[src/rtl/fwd_scoreboard_if.sv]
// Signal bundle for fwd_scoreboard: EX operands, MEM/WB forwarding sources and load scoreboard traffic.
// With FWD_STATS_EN defined the bundle also carries the stall/forward statistics counters.
interface fwd_scoreboard_if #(
  parameter int XLEN = 32,
  parameter int NSRC = 2,
  parameter int RA_W = 5
);
  logic                   i_ex_valid;
  logic [NSRC*RA_W-1:0]   i_ex_rs;
  logic [NSRC*XLEN-1:0]   i_ex_rs_data;
  logic [NSRC*XLEN-1:0]   o_rs_data;
  logic                   o_stall;
  logic [RA_W-1:0]        i_mem_rd;
  logic                   i_mem_sig_regwrite;
  logic [1:0]             i_mem_sig_regwrsrc;
  logic [XLEN-1:0]        i_mem_aluresult;
  logic [XLEN-1:0]        i_mem_imm;
  logic [XLEN-1:0]        i_mem_pc;
  logic [RA_W-1:0]        i_wb_rd;
  logic                   i_wb_sig_regwrite;
  logic [XLEN-1:0]        i_wb_rd_data;
  logic                   i_ld_issue;
  logic [RA_W-1:0]        i_ld_issue_rd;
  logic                   i_ld_resp_valid;
  logic [XLEN-1:0]        i_ld_resp_data;
  logic                   o_ld_full;
  logic                   o_err;
`ifdef FWD_STATS_EN
  logic [31:0]            o_stat_stall_cycles;
  logic [31:0]            o_stat_fwd_count;
`endif

  modport master (
    output i_ex_valid, i_ex_rs, i_ex_rs_data,
    output i_mem_rd, i_mem_sig_regwrite, i_mem_sig_regwrsrc, i_mem_aluresult, i_mem_imm, i_mem_pc,
    output i_wb_rd, i_wb_sig_regwrite, i_wb_rd_data,
    output i_ld_issue, i_ld_issue_rd, i_ld_resp_valid, i_ld_resp_data,
`ifdef FWD_STATS_EN
    input  o_stat_stall_cycles, o_stat_fwd_count,
`endif
    input  o_rs_data, o_stall, o_ld_full, o_err
  );

  modport slave (
    input  i_ex_valid, i_ex_rs, i_ex_rs_data,
    input  i_mem_rd, i_mem_sig_regwrite, i_mem_sig_regwrsrc, i_mem_aluresult, i_mem_imm, i_mem_pc,
    input  i_wb_rd, i_wb_sig_regwrite, i_wb_rd_data,
    input  i_ld_issue, i_ld_issue_rd, i_ld_resp_valid, i_ld_resp_data,
`ifdef FWD_STATS_EN
    output o_stat_stall_cycles, o_stat_fwd_count,
`endif
    output o_rs_data, o_stall, o_ld_full, o_err
  );
endinterface

[src/rtl/fwd_scoreboard.sv]
// EX-stage operand forwarding from MEM, outstanding loads and WB, with an in-order load scoreboard.
// Optional macro FWD_STATS_EN adds stall-cycle and forwarded-cycle counters.
module fwd_scoreboard #(
  parameter int XLEN    = 32,
  parameter int NSRC    = 2,
  parameter int RA_W    = 5,
  parameter int MAX_OUT = 4
) (
  input  logic            clk,
  input  logic            rst,
  fwd_scoreboard_if.slave bus
);
  localparam logic [1:0] REGWRSRC_ALU = 2'd0;
  localparam logic [1:0] REGWRSRC_MEM = 2'd1;
  localparam logic [1:0] REGWRSRC_IMM = 2'd2;
  localparam logic [1:0] REGWRSRC_PC4 = 2'd3;
  localparam int PW = (MAX_OUT > 1) ? $clog2(MAX_OUT) : 1;
  localparam int CW = $clog2(MAX_OUT + 1);

  logic [RA_W-1:0]      r_rd [MAX_OUT];
  logic [PW-1:0]        r_head;
  logic [PW-1:0]        r_tail;
  logic [CW-1:0]        r_count;
  logic                 r_err;
  logic                 w_full;
  logic                 w_empty;
  logic                 w_push;
  logic                 w_pop;
  logic                 w_stall;
  logic [NSRC-1:0]      w_stallReq;
  logic [NSRC-1:0]      w_fwd;
  logic [NSRC*XLEN-1:0] w_rsData;

  function automatic logic [PW-1:0] ptrNext(input logic [PW-1:0] p);
    return (p == PW'(MAX_OUT - 1)) ? '0 : p + PW'(1);
  endfunction

  // Scanning oldest to youngest lets the last match win, which is the youngest writer of the register.
  always_comb begin
    logic [RA_W-1:0] w_src;
    logic            w_hit;
    logic            w_hitHead;
    logic [PW-1:0]   w_idx;
    w_stallReq = '0;
    w_fwd      = '0;
    w_rsData   = bus.i_ex_rs_data;
    for (int i = 0; i < NSRC; i++) begin
      w_src     = bus.i_ex_rs[i*RA_W +: RA_W];
      w_hit     = 1'b0;
      w_hitHead = 1'b0;
      w_idx     = '0;
      for (int k = 0; k < MAX_OUT; k++) begin
        w_idx = PW'((int'(r_head) + k) % MAX_OUT);
        if (k < int'(r_count) && r_rd[w_idx] == w_src) begin
          w_hit     = 1'b1;
          w_hitHead = (k == 0);
        end
      end
      if (w_src != '0) begin
        if (bus.i_mem_sig_regwrite && bus.i_mem_rd == w_src) begin
          case (bus.i_mem_sig_regwrsrc)
            REGWRSRC_ALU: begin
              w_rsData[i*XLEN +: XLEN] = bus.i_mem_aluresult;
              w_fwd[i]                 = 1'b1;
            end
            REGWRSRC_IMM: begin
              w_rsData[i*XLEN +: XLEN] = bus.i_mem_imm;
              w_fwd[i]                 = 1'b1;
            end
            REGWRSRC_PC4: begin
              w_rsData[i*XLEN +: XLEN] = bus.i_mem_pc + XLEN'(4);
              w_fwd[i]                 = 1'b1;
            end
            REGWRSRC_MEM: w_stallReq[i] = 1'b1;
            default:      w_stallReq[i] = 1'b1;
          endcase
        end else if (w_hit) begin
          if (w_hitHead && bus.i_ld_resp_valid) begin
            w_rsData[i*XLEN +: XLEN] = bus.i_ld_resp_data;
            w_fwd[i]                 = 1'b1;
          end else begin
            w_stallReq[i] = 1'b1;
          end
        end else if (bus.i_wb_sig_regwrite && bus.i_wb_rd == w_src) begin
          w_rsData[i*XLEN +: XLEN] = bus.i_wb_rd_data;
          w_fwd[i]                 = 1'b1;
        end
      end
    end
  end

  assign w_full  = (r_count == CW'(MAX_OUT));
  assign w_empty = (r_count == '0);
  assign w_pop   = bus.i_ld_resp_valid && !w_empty;
  assign w_push  = bus.i_ld_issue && (!w_full || bus.i_ld_resp_valid);
  assign w_stall = bus.i_ex_valid && (|w_stallReq);

  assign bus.o_rs_data = w_rsData;
  assign bus.o_stall   = w_stall;
  assign bus.o_ld_full = w_full;
  assign bus.o_err     = r_err;

  // When full, head and tail coincide; a simultaneous pop frees the slot the push overwrites.
  always_ff @(posedge clk or posedge rst) begin
    if (rst) begin
      r_head  <= '0;
      r_tail  <= '0;
      r_count <= '0;
      r_err   <= 1'b0;
      for (int k = 0; k < MAX_OUT; k++) begin
        r_rd[k] <= '0;
      end
    end else begin
      if (w_push) begin
        r_rd[r_tail] <= bus.i_ld_issue_rd;
        r_tail       <= ptrNext(r_tail);
      end
      if (w_pop) begin
        r_head <= ptrNext(r_head);
      end
      if (w_push && !w_pop) begin
        r_count <= r_count + CW'(1);
      end else if (!w_push && w_pop) begin
        r_count <= r_count - CW'(1);
      end
      if ((bus.i_ld_issue && !w_push) || (bus.i_ld_resp_valid && w_empty)) begin
        r_err <= 1'b1;
      end
    end
  end

`ifdef FWD_STATS_EN
  logic [31:0] r_statStall;
  logic [31:0] r_statFwd;

  always_ff @(posedge clk or posedge rst) begin
    if (rst) begin
      r_statStall <= '0;
      r_statFwd   <= '0;
    end else begin
      if (w_stall) begin
        r_statStall <= r_statStall + 32'd1;
      end
      if (bus.i_ex_valid && (|w_fwd)) begin
        r_statFwd <= r_statFwd + 32'd1;
      end
    end
  end

  assign bus.o_stat_stall_cycles = r_statStall;
  assign bus.o_stat_fwd_count    = r_statFwd;
`endif
endmodule

[src/flat_wrapper.sv]
// flat-port wrapper written by rule: the top's interface ports become plain ports
module fwd_scoreboard_flat 
#(
  parameter int XLEN    = 32,
  parameter int NSRC    = 2,
  parameter int RA_W    = 5,
  parameter int MAX_OUT = 4
)
  (clk, rst, bus_i_ex_valid, bus_i_ex_rs, bus_i_ex_rs_data, bus_i_mem_rd, bus_i_mem_sig_regwrite, bus_i_mem_sig_regwrsrc, bus_i_mem_aluresult, bus_i_mem_imm, bus_i_mem_pc, bus_i_wb_rd, bus_i_wb_sig_regwrite, bus_i_wb_rd_data, bus_i_ld_issue, bus_i_ld_issue_rd, bus_i_ld_resp_valid, bus_i_ld_resp_data, bus_o_rs_data, bus_o_stall, bus_o_ld_full, bus_o_err);
  fwd_scoreboard_if #(.XLEN(XLEN), .NSRC(NSRC), .RA_W(RA_W)) bus_i ();
  input  logic clk;
  input  logic rst;
  input wire logic [$bits(bus_i.i_ex_valid)-1:0] bus_i_ex_valid;
  input wire logic [$bits(bus_i.i_ex_rs)-1:0] bus_i_ex_rs;
  input wire logic [$bits(bus_i.i_ex_rs_data)-1:0] bus_i_ex_rs_data;
  input wire logic [$bits(bus_i.i_mem_rd)-1:0] bus_i_mem_rd;
  input wire logic [$bits(bus_i.i_mem_sig_regwrite)-1:0] bus_i_mem_sig_regwrite;
  input wire logic [$bits(bus_i.i_mem_sig_regwrsrc)-1:0] bus_i_mem_sig_regwrsrc;
  input wire logic [$bits(bus_i.i_mem_aluresult)-1:0] bus_i_mem_aluresult;
  input wire logic [$bits(bus_i.i_mem_imm)-1:0] bus_i_mem_imm;
  input wire logic [$bits(bus_i.i_mem_pc)-1:0] bus_i_mem_pc;
  input wire logic [$bits(bus_i.i_wb_rd)-1:0] bus_i_wb_rd;
  input wire logic [$bits(bus_i.i_wb_sig_regwrite)-1:0] bus_i_wb_sig_regwrite;
  input wire logic [$bits(bus_i.i_wb_rd_data)-1:0] bus_i_wb_rd_data;
  input wire logic [$bits(bus_i.i_ld_issue)-1:0] bus_i_ld_issue;
  input wire logic [$bits(bus_i.i_ld_issue_rd)-1:0] bus_i_ld_issue_rd;
  input wire logic [$bits(bus_i.i_ld_resp_valid)-1:0] bus_i_ld_resp_valid;
  input wire logic [$bits(bus_i.i_ld_resp_data)-1:0] bus_i_ld_resp_data;
  output wire logic [$bits(bus_i.o_rs_data)-1:0] bus_o_rs_data;
  output wire logic [$bits(bus_i.o_stall)-1:0] bus_o_stall;
  output wire logic [$bits(bus_i.o_ld_full)-1:0] bus_o_ld_full;
  output wire logic [$bits(bus_i.o_err)-1:0] bus_o_err;
  assign bus_i.i_ex_valid = bus_i_ex_valid;
  assign bus_i.i_ex_rs = bus_i_ex_rs;
  assign bus_i.i_ex_rs_data = bus_i_ex_rs_data;
  assign bus_i.i_mem_rd = bus_i_mem_rd;
  assign bus_i.i_mem_sig_regwrite = bus_i_mem_sig_regwrite;
  assign bus_i.i_mem_sig_regwrsrc = bus_i_mem_sig_regwrsrc;
  assign bus_i.i_mem_aluresult = bus_i_mem_aluresult;
  assign bus_i.i_mem_imm = bus_i_mem_imm;
  assign bus_i.i_mem_pc = bus_i_mem_pc;
  assign bus_i.i_wb_rd = bus_i_wb_rd;
  assign bus_i.i_wb_sig_regwrite = bus_i_wb_sig_regwrite;
  assign bus_i.i_wb_rd_data = bus_i_wb_rd_data;
  assign bus_i.i_ld_issue = bus_i_ld_issue;
  assign bus_i.i_ld_issue_rd = bus_i_ld_issue_rd;
  assign bus_i.i_ld_resp_valid = bus_i_ld_resp_valid;
  assign bus_i.i_ld_resp_data = bus_i_ld_resp_data;
  assign bus_o_rs_data = bus_i.o_rs_data;
  assign bus_o_stall = bus_i.o_stall;
  assign bus_o_ld_full = bus_i.o_ld_full;
  assign bus_o_err = bus_i.o_err;
  fwd_scoreboard #(.XLEN(XLEN), .NSRC(NSRC), .RA_W(RA_W), .MAX_OUT(MAX_OUT)) u_core (.clk(clk), .rst(rst), .bus(bus_i));
endmodule
[config.mk]
export PLATFORM = sky130hd
export DESIGN_NAME = fwd_scoreboard_flat
export DESIGN_NICKNAME = d
export VERILOG_FILES = /design/src/rtl/fwd_scoreboard_if.sv /design/src/rtl/fwd_scoreboard.sv /design/src/flat_wrapper.sv
export SDC_FILE = /design/constraint.sdc
export NUM_CORES = 1
export LEC_CHECK = 0
export CORE_AREA = 2 2 125 127
export DETAILED_ROUTE_END_ITERATION = 8
export DIE_AREA = 0 0 127 129
export PLACE_DENSITY = 0.93
export SETUP_SLACK_MARGIN = 0.2
export SLEW_MARGIN = 10
export SYNTH_ARGS = -nofsm -noshare
export SYNTH_HDL_FRONTEND = slang
export SYNTH_SLANG_ARGS = --single-unit
export TNS_END_PERCENT = 100
[constraint.sdc]
create_clock -name clk -period 5 [get_ports clk]
set_clock_uncertainty 0.05 [all_clocks]
set_input_delay 1 -clock clk [delete_from_list [all_inputs] [get_ports clk]]
set_output_delay 1 -clock clk [all_outputs]
set_load 0.02 [all_outputs]
-- Yosys cells after proc, flatten, opt, wreduce, memory -nomap -nowiden
Cells that the tools add are included.
- reductions and logical operators: 34
- shift-type cells: 0
- div/mod/pow operators: 0
- bitwise operators: 5
- add/subtract/negate cells: 8
- order comparisons: 10
- multiply operators: 0
- equality and inequality tests: 18
- muxes and demuxes: 54
- operator list (operator ; number):
    $mux 32 ; 10
    $pmux 32 s3 ; 2
    $eq 5x5->1 ; 12
    $mux 5 ; 9
    $bmux 5 s2 ; 4
    $add 32x3->32 const B ; 1
    $mux 1 ; 23
    $logic_and 1x1->1 ; 22
    $bwmux 20 ; 1
    $ge 3x3->1 const B ; 5
    $not 2->3 ; 5
    $demux 5 s2 ; 1
    $reduce_bool 5->1 ; 2
    $eq 2x2->1 const B ; 4
    $add 2x1->2 const B ; 3
    $lt 1x3->1 const A ; 2
    $lt 2x3->1 const A ; 2
    $mux 3 ; 2
    $add 2x2->2 const B ; 2
    $logic_not 1->1 ; 4
    $mux 2 ; 2
    $add 3x1->3 const B ; 1
    $eq 3x3->1 const B ; 1
    $logic_not 3->1 ; 1
    7 further kinds ; 8
- RAM bits: 0
- bits in latches: 0
- output and inout port bits: 67
- memory bits (read-only): 0
- word-level logic and storage cells: 137
- memories: 0
- register bits: 28
- input bits: 258

-- Longest topological paths before layout
- word-level depth: 17
- gate-level depth with buffers: 12
- gate-level depth less buffers: 9

-- Worst setup path before layout
OpenSTA, ideal clock, no wires.
- kind: input to output
- from: in bus_i_ex_rs[7]
- to: out bus_o_rs_data[36]
- required time: 3.950 ns
- stages: 10
- slack: 0.492 ns
- arrival: 3.458 ns
- path buffers: 3
- cells stage by stage: clkbuf_1 > xor2_1 > nor4_1 > and3_1 > clkbuf_1 > o21ai_0 > nor3_1 > buf_2 > a22oi_1 > o21ai_1
- word-level cells in the longest chain between the ends: 11
- elaborated cells between the ends (all ways): 26
- classes of those cells: eq/ne (6); mux (12); reduce/logical (8)
- RTL lines (item ; RTL line ; RTL):
    start, declared ; flat_wrapper.sv:14 ; input wire logic [$bits(bus_i.i_ex_rs)-1:0] bus_i_ex_rs;
    $eq 5x5->1 ; fwd_scoreboard.sv:54 ; if (k < int'(r_count) && r_rd[w_idx] == w_src) begin
    $logic_and 1x1->1 ; fwd_scoreboard.sv:54 ;
    $mux 1 (4 in a row) ; fwd_scoreboard.sv:54 ;
    $logic_and 1x1->1 ; fwd_scoreboard.sv:78 ; if (w_hitHead && bus.i_ld_resp_valid) begin
    $mux 32 ; fwd_scoreboard.sv:78 ;
    $mux 32 ; fwd_scoreboard.sv:77 ; end else if (w_hit) begin
    $mux 32 ; fwd_scoreboard.sv:60 ; if (bus.i_mem_sig_regwrite && bus.i_mem_rd == w_src) begin
    $mux 32 (*) ; fwd_scoreboard.sv:59 ; if (w_src != '0) begin
    end, declared ; flat_wrapper.sv:29 ; output wire logic [$bits(bus_i.o_rs_data)-1:0] bus_o_rs_data;
Mark *: on every way between the ends. The rest lies on a longest branch, timed or not.

-- Final worst setup path
- from: in bus_i_mem_pc[2]
- to: out bus_o_rs_data[8]
- word-level cells in the longest chain between the ends: 4
- RTL lines (item ; RTL line ; RTL):
    start, declared ; flat_wrapper.sv:21 ; input wire logic [$bits(bus_i.i_mem_pc)-1:0] bus_i_mem_pc;
    $add 32x3->32 ; fwd_scoreboard.sv:71 ; w_rsData[i*XLEN +: XLEN] = bus.i_mem_pc + XLEN'(4);
    $pmux 32 s3 ; fwd_scoreboard.sv:61 ; case (bus.i_mem_sig_regwrsrc)
    $mux 32 ; fwd_scoreboard.sv:60 ;
    $mux 32 ; fwd_scoreboard.sv:59 ;
No other way between the ends.

==> parameters.txt <==
Parameter                              Value

Logic synthesis
  Top flip-flop cell by instance count after synthesis    sky130_fd_sc_hd__dfrtp_1
  Synth Cell Area    0.00602 sq mm
  Area share of the largest cell type after synthesis    11.6%
  Most common library cells after synthesis    sky130_fd_sc_hd__mux2i_1, sky130_fd_sc_hd__xnor2_1, sky130_fd_sc_hd__nand2_1
  Number of instances in the synthesized netlist    738
  Count of yosys warnings during synthesis    0
  Number of library cell types mapped by synthesis    60
  Post-Syn Nets    1007
  Async SR Flop Fraction    100%
  Cell accounting for the most synthesized area    sky130_fd_sc_hd__dfrtp_1
  Number of enable flip-flop cells after synthesis    0
  Most area-consuming cells after synthesis    sky130_fd_sc_hd__dfrtp_1, sky130_fd_sc_hd__mux2i_1, sky130_fd_sc_hd__xnor2_1
  Sequential cell area fraction in the yosys report    11.6%
  Synthesized flop and latch total    28
  Avg Cell Area, Syn    8.16 sq um

STA
  Top achievable clock speed    0.209 GHz
  Measured slew at the worst slew-check pin    1.08 ns
  Number of setup violations in the final report    0
  Number of max-slew violations in the final report    0
  Relative max-transition margin    27.9%
  RSZ-0062 raised after global routing    yes
  Part of the cycle the worst path needs    95.6%
  Endpoints failing hold    0
  Fin crit period    4.78 ns

Routing
  Remaining number of nets flagged by the antenna check after routing    0
  DR iter-0 viols    884
  DRC Markers    0
  Total number of vias    8327
  Wire length after detailed routing    32600 um
  Per-cell via count in the routed design    6.51
  WL/cell    25.5 um
  DR pass1 iterations    5

Final layout
  Final cell utilization of the core    68.5%
  Non-filler instance count after layout    1280
  Layout cell share with drive strength beyond 1    17.4%
  Filler cells    1183
  Area Growth Syn to Fin    70.4%
  Number of nets at the end of the flow    1359

Hold path
  Hold/Removal Path Class    reg2reg

Setup path
  Startpoint class of the critical path    input port
  Signal arrival time at the worst endpoint    3.73 ns
  Worst Path Buf+Inv    3
  Max Fanout on Critical Path    4
  Critical path's largest stage delay    0.51 ns
  Endpoint class of the critical path    output pin
  Worst path required time    3.95 ns
  Category of the critical setup timing path    in2out
  List of cells traversed by the critical path    clkdlybuf4s50_1 > ha_1 > buf_4 > and2_1 > xnor2_1 > o22a_1 > a21oi_1 > a21o_1 > a22o_1 > dlygate4sd2_1
  CP max stage cell    sky130_fd_sc_hd__xnor2_1
  CP delay by family, top    buffers and inverters

Placement
  Post-DP HPWL    25500 um
  Cell count after placement    1260
  Count of port buffers added during placement    324
  Final weighted congestion of routability-driven global placement    1.11

Die
  Row count    45
  Starting Density    40.2%
  IO Pins    325
  Die height    129 um
  Overall die area    0.0164 sq mm
  Core footprint    0.0150 sq mm
  Die Wd    127 um

Clock tree
  CTS max path bufs    2
  Number of clock buffers inserted by TritonCTS    3
  Clock input transition at the sequential cells of the worst setup and hold paths    0.07 ns
  CTS sink count    28
  Level count of the clock H-tree    1
  Latest clock arrival within the worst-skew pair    0.27 ns
  Number of hold buffers added after cts    0
  CTS tree    yes
  Master cell of the clock root buffer    sky130_fd_sc_hd__clkbuf_16

Power and ir drop
  Power per cell area    459 mW/mm^2
  VDD IR-drop max    0.473 mV
  Static Leakage    3.99 nW
  Overall Power    4.71 mW

GRT
  Total track usage    36.4%
  Via count of the first global-routing pass    7868
  Wire length of the first global-routing pass    46100 um
  Number of antenna violations at the first check in global routing    3
  Overflow left after global routing    0
  Largest net degree at the start of global routing    29

Status
  Result of the run    complete, no violations

Run
  Max-cap violations    0
worst paths after layout:
kind	from	slack, ns	to	cells after the start
setup reg to reg	u_core.r_count[0]	2.70	u_core.r_count[2]	7
hold reg to reg	u_core.bus.o_err	0.42	u_core.bus.o_err	1
max in group asynchronous	rst	2.94	u_core.r_head[0]	2
setup / recovery	bus_i_mem_pc[2]	0.22	bus_o_rs_data[8]	10
min in group asynchronous	rst	1.24	u_core.r_rd[1]	2
hold / removal	u_core.bus.o_err	0.42	u_core.bus.o_err	1
worst reg2reg max path: stages (launching register included):
cell and delay, ns:
sky130_fd_sc_hd__dfrtp_1 0.45, sky130_fd_sc_hd__inv_1 0.11, sky130_fd_sc_hd__ha_1 0.26, sky130_fd_sc_hd__a21boi_1 0.55, sky130_fd_sc_hd__ha_1 0.33, sky130_fd_sc_hd__mux2i_1 0.21, sky130_fd_sc_hd__nor2_1 0.07, sky130_fd_sc_hd__xor2_1 0.14
metal layers:
layer | vias up | global-route usage (%) | routed length [um]
li1 | 3583 | - | -
met1 | 3909 | 41.9 | 11100
met3 | 168 | 7.15 | 3620
met4 | 0 | 17.4 | 2100
met2 | 667 | 64.9 | 15800
met5 | - | 0 | 0
area by class of cell:
cell class                      count  area (sq um)  area share, %
Antenna cell                        3          7.51         0.0731
Clock buffer                        3          75.1          0.731
Clock inverter                      1          30.0          0.293
Inverter                           11          41.3          0.402
Multi-Input combinational cell    635          5170           50.4
Sequential cell                    28           702           6.84
Tap cell                          188           235           2.29
Timing Repair Buffer              411          4000           39.0
placed cells by master (no fill, tap or decap), drive strengths merged, types with 18 or more instances in the layout:
cell type and count:
xor2 35, xnor2 54, mux4 20, o22ai 20, nand3 20, nand2 49
dfrtp 28, o21ai 53, dlygate4sd2 49, a221oi 18, a22oi 24, mux2 23
a21oi 38, buf 91, mux2i 54, clkdlybuf4s50 252, nor2 34, a221o 26
power by group:
| group | switching, mW | total [mW] | leakage, nW | internal, mW |
|---|---|---|---|---|
| Clock | 0.0798 | 0.239 | 0.0511 | 0.160 |
| Sequential | 0.170 | 0.511 | 0.329 | 0.341 |
| Combinational | 2.01 | 3.96 | 3.61 | 1.95 |
| Total | 2.26 | 4.71 | 3.99 | 2.45 |
timing repair:
item / in CTS / in global routing
gates cloned: 1 / 1
endpoints found under the setup margin: 62 / 46
setup buffers: 2 / 9
pin swaps: 3 / 8
endpoints found under the hold margin: 0 / 0
resized for setup: 90 / 43
flip-flops by register name, indices dropped and copies added, names as in the netlist:
register and count:
u_core.r_count 3, u_core.r_rd 20, u_core.r_head 2, u_core.r_tail 2
u_core.bus.o_err 1
through the flow:
step           setup slack [ns]  hold slack, ns  setup TNS (ns)  instance area [sq um]
2_1_floorplan             0.492           0.464               0                   6020
3_3_place_gp            -0.0786           0.393          -0.720                   9880
3_5_place_dp             -0.162           0.406           -3.42                   9880
4_1_cts                   0.208           0.427               0                  10000
5_1_grt                   0.139           0.490               0                  10300
6_report                  0.221           0.424               0                  10300
kinds of logic after synthesis:
family          count (synthesis)  synth area share, %
compound gates                263                 31.2
simple gates                  175                 15.7
mux                            97                 20.8
xor+xnor                       89                 12.9
buf+inv                        75                 5.46
flops                          28                 11.6
fa+ha+maj                      11                 2.29
Power figures use the tool's default switching activity.
